--- config.mk ---
export PLATFORM = sky130hd
export DESIGN_NAME = fetch_controller
export DESIGN_NICKNAME = d
export VERILOG_FILES = /design/src/rtl/fetch_controller_pkg.sv /design/src/rtl/fetch_controller.sv
export SDC_FILE = /design/constraint.sdc
export NUM_CORES = 1
export LEC_CHECK = 0
export BUFFER_PORTS_ARGS = -buffer_cell sky130_fd_sc_hd__buf_2
export CAP_MARGIN = 20
export CORE_ASPECT_RATIO = 0.9
export CORE_MARGIN = 8
export CORE_UTILIZATION = 49
export DETAILED_ROUTE_END_ITERATION = 16
export PLACE_DENSITY = 0.8
export SLEW_MARGIN = 40
export SYNTH_ARGS = -nofsm -noshare
export SYNTH_HDL_FRONTEND = slang
export SYNTH_SLANG_ARGS = --single-unit
--- constraint.sdc ---
create_clock -name clk -period 2.1 [get_ports clk]
set_clock_uncertainty 0.2 [all_clocks]
set_input_delay 0.315 -clock clk [delete_from_list [all_inputs] [get_ports clk]]
set_output_delay 0.315 -clock clk [all_outputs]
set_load 0.05 [all_outputs]
--- src/rtl/fetch_controller_pkg.sv ---
// Shared pipeline package: fetch FSM state encoding, PC/instruction widths
// and the default halt encoding used by the fetch stage.
package fetch_controller_pkg;

  localparam int PC_W    = 6;
  localparam int INSTR_W = 32;

  localparam logic [INSTR_W-1:0] HALT_WORD_DEFAULT = 32'hFC00_0000;

  typedef enum logic [1:0] {
    ST_IDLE   = 2'd0,
    ST_RUN    = 2'd1,
    ST_HALTED = 2'd2
  } fetch_state_e;

endpackage

--- src/rtl/fetch_controller.sv ---
// Instruction fetch stage: PC register, IF/ID pipeline register and a
// three-state (IDLE/RUN/HALTED) control FSM. Instruction memory is external
// and read combinationally at instruction_address.
//
// Ports
//   clk, rst_n           clock, async active-low reset
//   start                leave IDLE and begin fetching at the current PC
//   stall                hold PC and IF/ID register
//   redirect_valid/target taken branch/jump from a later stage
//   instruction_address  memory read address (= pc_q)
//   instruction          memory read data
//   if_instruction/if_pc/if_valid  IF/ID register
//   halted               high in HALTED
//   fetch_count          delivered-instruction count, saturating
module fetch_controller
  import fetch_controller_pkg::*;
#(
  parameter logic [PC_W-1:0]    RESET_PC  = 6'd0,
  parameter logic [INSTR_W-1:0] HALT_WORD = HALT_WORD_DEFAULT
) (
  input  logic               clk,
  input  logic               rst_n,
  input  logic               start,
  input  logic               stall,
  input  logic               redirect_valid,
  input  logic [PC_W-1:0]    redirect_target,
  output logic [PC_W-1:0]    instruction_address,
  input  logic [INSTR_W-1:0] instruction,
  output logic [INSTR_W-1:0] if_instruction,
  output logic [PC_W-1:0]    if_pc,
  output logic               if_valid,
  output logic               halted,
  output logic [15:0]        fetch_count
);

  fetch_state_e        state_q, state_d;
  logic [PC_W-1:0]     pc_q, pc_d;
  logic [INSTR_W-1:0]  instr_d;
  logic [PC_W-1:0]     if_pc_d;
  logic                valid_d;
  logic [15:0]         cnt_d;

  assign instruction_address = pc_q;
  assign halted              = (state_q == ST_HALTED);

  always_ff @(posedge clk or negedge rst_n) begin
    if (!rst_n) begin
      state_q        <= ST_IDLE;
      pc_q           <= RESET_PC;
      if_instruction <= '0;
      if_pc          <= '0;
      if_valid       <= 1'b0;
      fetch_count    <= '0;
    end else begin
      state_q        <= state_d;
      pc_q           <= pc_d;
      if_instruction <= instr_d;
      if_pc          <= if_pc_d;
      if_valid       <= valid_d;
      fetch_count    <= cnt_d;
    end
  end

  always_comb begin
    state_d = state_q;
    pc_d    = pc_q;
    instr_d = if_instruction;
    if_pc_d = if_pc;
    valid_d = if_valid;
    cnt_d   = fetch_count;
    unique case (state_q)
      ST_IDLE: begin
        // redirects are ignored until fetch has been started
        valid_d = 1'b0;
        if (start) state_d = ST_RUN;
      end
      ST_RUN: begin
        if (redirect_valid) begin
          // redirect beats stall and halt: squash this fetch, one bubble
          pc_d    = redirect_target;
          valid_d = 1'b0;
        end else if (!stall) begin
          instr_d = instruction;
          if_pc_d = pc_q;
          valid_d = 1'b1;
          if (fetch_count != 16'hFFFF) cnt_d = fetch_count + 16'd1;
          // halt word is delivered, but the PC parks on its address
          if (instruction == HALT_WORD) state_d = ST_HALTED;
          else                          pc_d    = pc_q + 6'd1;
        end
      end
      ST_HALTED: begin
        if (redirect_valid) begin
          pc_d    = redirect_target;
          valid_d = 1'b0;
          state_d = ST_RUN;
        end else if (!stall) begin
          valid_d = 1'b0;
        end
      end
      default: state_d = ST_IDLE;
    endcase
  end

endmodule

# Word-level counts from Yosys, hierarchy flattened
# Index checks and enable logic that the tools add are counted.
[totals]
register_bits = 63
in_bits = 43
output_inout_bits = 62
word_cells = 46
[op_classes]
n_addsub = 2
n_eq_ne = 12
mux = 16
n_bitwise = 2
n_reduce_logical = 8
[ops]
columns = ["cell", "n"]
rows = [
  ["$eq 32x32->1 const B", 1],
  ["$mux 6", 4],
  ["$add 16x1->16 const B", 1],
  ["$ne 16x16->1 const B", 1],
  ["$pmux 6 s2", 1],
  ["$mux 2", 5],
  ["$ne 2x2->1 const B", 5],
  ["$ne 3x3->1 const B", 3],
  ["$reduce_and 4->1", 2],
  ["$add 6x1->6 const B", 1],
  ["$pmux 2 s3", 1],
  ["$reduce_and 3->1", 2],
  ["$reduce_and 5->1", 1],
  ["$mux 1", 4],
  ["$pmux 1 s3", 1],
  ["$reduce_bool 3->1", 1],
  ["$eq 2x1->1 const B", 1],
  ["$eq 2x2->1 const B", 1],
  ["$logic_not 2->1", 1],
  ["$not 1->1", 2],
  ["$reduce_bool 2->1", 1],
]

# Logic depth before layout (Yosys ltp)
[depth]
ltp_word = 5
mapped_depth = 7

# Worst setup path after synthesis
# No wires, ideal clock.
[synth_path]
path_type = "reg-to-reg"
from = "register fetch_count[0]"
to = "register fetch_count[1]"
setup_ns = 0.125
arrival_ns = 1.795
slack_ns = -0.019
path_stages_with_launch = 7
path_cell_list = "dfrtp_1 ha_1 nand3_1 nor4_2 nor2b_1 buf_2 mux2_2"
[synth_via]
elab_chain_cells = 2
word_cells_on_any_way = 3
[synth_lines]
columns = ["element", "line", "rtl"]
rows = [
  ["start, declared", "fetch_controller.sv:33", "output logic [15:0] fetch_count"],
  ["start signal, assigned", "fetch_controller.sv:60", "fetch_count <= cnt_d;"],
  ["parallel branches: the longest is 2 deep, another holds $add 16x1->16", "--", ""],
]
# Parallel ways; which one is timed is not known.
# A chain may end at the register's enable or synchronous reset.

# Worst setup path after layout
[layout_path]
from = "input instruction[7]"
to = "register pc_q[1] (netlist: instruction_address[1])"
[layout_via]
elab_chain_cells = 3
[layout_lines]
columns = ["element", "line", "rtl"]
rows = [
  ["start, declared", "fetch_controller.sv:28", "input logic [INSTR_W-1:0] instruction,"],
  ["$eq 32x32->1", "fetch_controller.sv:88", "if (instruction == HALT_WORD) state_d = ST_HALTED;"],
  ["$ne 3x3->1 (no line)", "--", ""],
  ["$reduce_and 4->1 (no line)", "--", ""],
  ["end signal, assigned", "fetch_controller.sv:56", "pc_q <= pc_d;"],
  ["end, declared", "fetch_controller.sv:37", "logic [PC_W-1:0] pc_q, pc_d;"],
]
# Every way passes these cells.

==> results.yml <==
status:
  result_of_the_run: "finished, final reports clean"
global_routing:
  globalRouteMet1Util: 0.198
  grt_start_max_net_pins: 39
  globalRoute.totalOverflow: 0
  grt_first_pass_wirelength_um: 11100
  met3_demand_to_capacity_share_in_global_routing: 0.0797
  grt.total_usage: 0.170
  gr-usage-met2: 0.265
  grt-busiest-layer: "met2"
  grt_pass1_vias: 2378
  initial_antenna_violation_count: 0
yosys:
  async_reset_ff_frac: 1.00
  netlist-cell-type-count: 45
  synth.yosys.warnings: 0
  syn_inst: 223
  synthesis.nets: 268
  synth-seq-area-share: 0.558
  ys_dominant_reg_cell: "dfrtp_1"
  cell_area_after_synthesis_sq_mm: 0.00282
  synth_enable_flop_cells: 0
  synth.ff_latch_count: 63
  syn_avg_cell_area_sq_um: 12.7
  synth.top_cell.area_share: 0.558
  synth.area.top_cells: "dfrtp_1 (56%), mux2_2 (16%), xnor2_1 (3.4%), nand2_1 (2.0%), nand4_1 (1.8%)"
  synth_area_leader_cell: "dfrtp_1"
clocking:
  tritoncts.num_buffers: 9
  clock_tree.root_cell: "clkbuf_8"
  cts_tree: "built"
  ctsLongestPathBuffers: 2
  clkSlewWorstSetupHoldPaths_ps: 60
  cts_htree_levels: 3
  numClockSinks: 63
  post-cts-setup-buffers: 0
  clkLatencyLatePin_ps: 330
worst_hold_path:
  holdCritPathClass: "input pin to register"
drt:
  postRouteWirelength_um: 6740
  routed_wire_length_per_instance_um: 15.9
  dr.first_iter.drc_count: 54
  drt-vias-per-instance: 5.27
  dr.pass1.iters: 4
  detailroute.via_count: 2240
  route.detailed.drc: 0
  detail-route-antenna-nets: 0
timing:
  achievable-frequency_ghz: 0.486
  slew_at_the_pin_closest_to_its_max_slew_limit_ps: 474
  report.final.setup_viol: 0
  finalCriticalPeriod_ps: 2060
  timing_max_transition_violations_final: 0
  slew_headroom: 0.684
  timing.final.hold_violations: 0
  setup_ws_final_ps: 44.4
  setup_repair_after_global_routing_missed_its_margin: "false"
  min_period_over_period: 0.979
setup_path:
  path_max_fanout: 2
  worst_setup_path_end_kind: "register"
  cp_cell_sequence: "dlygate4sd3_1 > buf_2 > nor2_1 > nand2_1 > or4_4 > nand2_2 > mux2_4"
  arrival_ps: 2070
  worstSetupStartpointType: "input pin"
  type_of_the_setup_path_with_the_least_slack: "input pin to register"
  critical-path-max-stage-delay_ps: 540
  timing.critical_path.required_ps: 2110
  timing.critical_path.slowest_stage_cell: "dlygate4sd3_1"
final_layout:
  count_of_nets_after_finishing: 395
  diodes: 0
  area_growth_pct: 32.4
  drive_gt1_frac: 0.530
  final_util: 0.665
power_and_ir_drop:
  power.ir.vdd_worst_mv: 0.869
  p_per_area_mw_per_mm2: 1040
  total_leakage_power_nw: 1.83
placed_design:
  place_congestion: 0.792
  pre_cts_slack_ps: -87.1
  portBuffers: 104
  post-dp-hpwl_um: 5250
die:
  dieHeight_um: 88.0
  starting_utilization_of_the_core_area: 0.502
  placement_rows: 26
  overall_die_width_um: 96.0
  die_area_sq_mm: 0.00845
  floorplan.core_area_sq_mm: 0.00563
  floorplan.io_pins: 105
run:
  max_capacitance_violation_count: 0
==> critical path, delay by kind of cell <==
| kind | cells | cell delay, ps |
|---|---|---|
| mux | 1 | 290 |
| simple gates | 4 | 800 |
| buf+inv | 2 | 670 |
==> logic make-up after synthesis <==
logic type	count (synthesis)	share of synthesized area
AND/OR/NAND/NOR	72	0.155
adder cells (fa/ha/maj)	2	0.00886
AO/OA/AOI/OAI	20	0.0474
XOR/XNOR	15	0.0465
multiplexers	41	0.164
buffers and inverters	10	0.0199
flip-flops	63	0.558
==> stage by stage <==
| stage | hold WS, ps | power, mW | setup TNS, ps | cell area, sq um | cells |
|---|---|---|---|---|---|
| finish | 24.5 | 3.90 | 0 | 3740 | 425 |
| global route | 2.26 | 4.10 | 0 | 3740 | 425 |
| CTS | 1.11 | 3.95 | 0 | 3730 | 424 |
| detailed placement | 141 | 2.99 | -239 | 3520 | 405 |
| global placement | 128 | 2.97 | -41.9 | 3520 | 405 |
| floorplan | -181 | 2.60 | 0 | 2830 | 223 |
==> metal layers <==
metal	up-vias	wire [um]
li1	1070	-
met1	1089	2850
met2	72	3180
met3	9	618
met4	0	90
met5	-	0
==> path summary, 6_finish.rpt <==
| path | from | to | slack, ps | cells after the start |
|---|---|---|---|---|
| worst min register to register | if_valid | if_valid | 280 | 1 |
| min in group asynchronous | rst_n | fetch_count[13] | 310 | 3 |
| worst max register to register | state_q[1] | instruction_address[1] | 190 | 6 |
| worst max-delay path | instruction[7] | instruction_address[1] | 40 | 7 |
| max in group asynchronous | rst_n | fetch_count[1] | 960 | 3 |
| worst min-delay path | instruction[26] | if_instruction[26] | 20 | 2 |
==> state kept, by name, summed over array words and instances, names as in the netlist <==
signal	flops
fetch_count	16
if_pc	6
instruction_address	6
state_q	2
if_valid	1
if_instruction	32
==> power breakdown <==
| part | switching [mW] | internal (mW) | total [mW] |
|---|---|---|---|
| clock network | 0.450 | 0.490 | 0.940 |
| logic | 0.991 | 0.380 | 1.37 |
| registers | 0.171 | 1.42 | 1.59 |
==> cells in the final DEF (no fill, tap or decap), types with 2 or more instances in the layout <==
| master | Yosys | layout |
|---|---|---|
| o22ai_1 | 4 | 4 |
| nor2_1 | 9 | 9 |
| mux2_2 | 39 | 39 |
| a211oi_1 | 3 | 3 |
| clkinv_2 | 0 | 2 |
| dfrtp_1 | 63 | 60 |
| o21ai_0 | 2 | 2 |
| dfrtp_2 | 0 | 3 |
| nand2_1 | 15 | 15 |
| clkbuf_8 | 0 | 11 |
| nor4_1 | 5 | 5 |
| nor4b_4 | 2 | 2 |
| dlygate4sd3_1 | 0 | 4 |
| xnor2_1 | 11 | 11 |
| ha_1 | 2 | 2 |
| and3_1 | 5 | 5 |
| xor2_1 | 4 | 4 |
| clkbuf_1 | 0 | 2 |
| nand3_1 | 9 | 9 |
| nand4_1 | 8 | 8 |
| buf_2 | 6 | 104 |
| inv_1 | 2 | 2 |
| buf_4 | 1 | 15 |
| nor3_1 | 4 | 4 |
| a21oi_1 | 4 | 4 |
==> layout make-up <==
| class | count | area [sq um] |
|---|---|---|
| fill | 449 | 1890 |
| sequential | 63 | 1580 |
| multi-input combinational | 150 | 1190 |
| timing repair buffer | 124 | 693 |
| clock buffer | 13 | 159 |
| tap | 70 | 87.6 |
| clock inverter | 3 | 17.5 |
| inverter | 2 | 7.51 |
==> Yosys cell counts (2+ instances only) <==
cell type and instances:
inv_1 2, a211oi_1 3, xor2_1 4, dfrtp_1 63
nand3_1 9, and3_1 5, o22ai_1 4, o21ai_0 2
a21oi_1 4, ha_1 2, buf_2 6, nor4_1 5
nand4_1 8, nand2_1 15, mux2_2 39, nor4b_4 2
nor3_1 4, xnor2_1 11, nor2_1 9
==> repair_timing <==
action                                  in CTS  in global routing
hold buffers                                 3                  1
endpoints found under the hold margin       65                  1
gates resized for setup                      0                  1
endpoints found under the setup margin       0                  2
(Power assumes the default switching activity.)
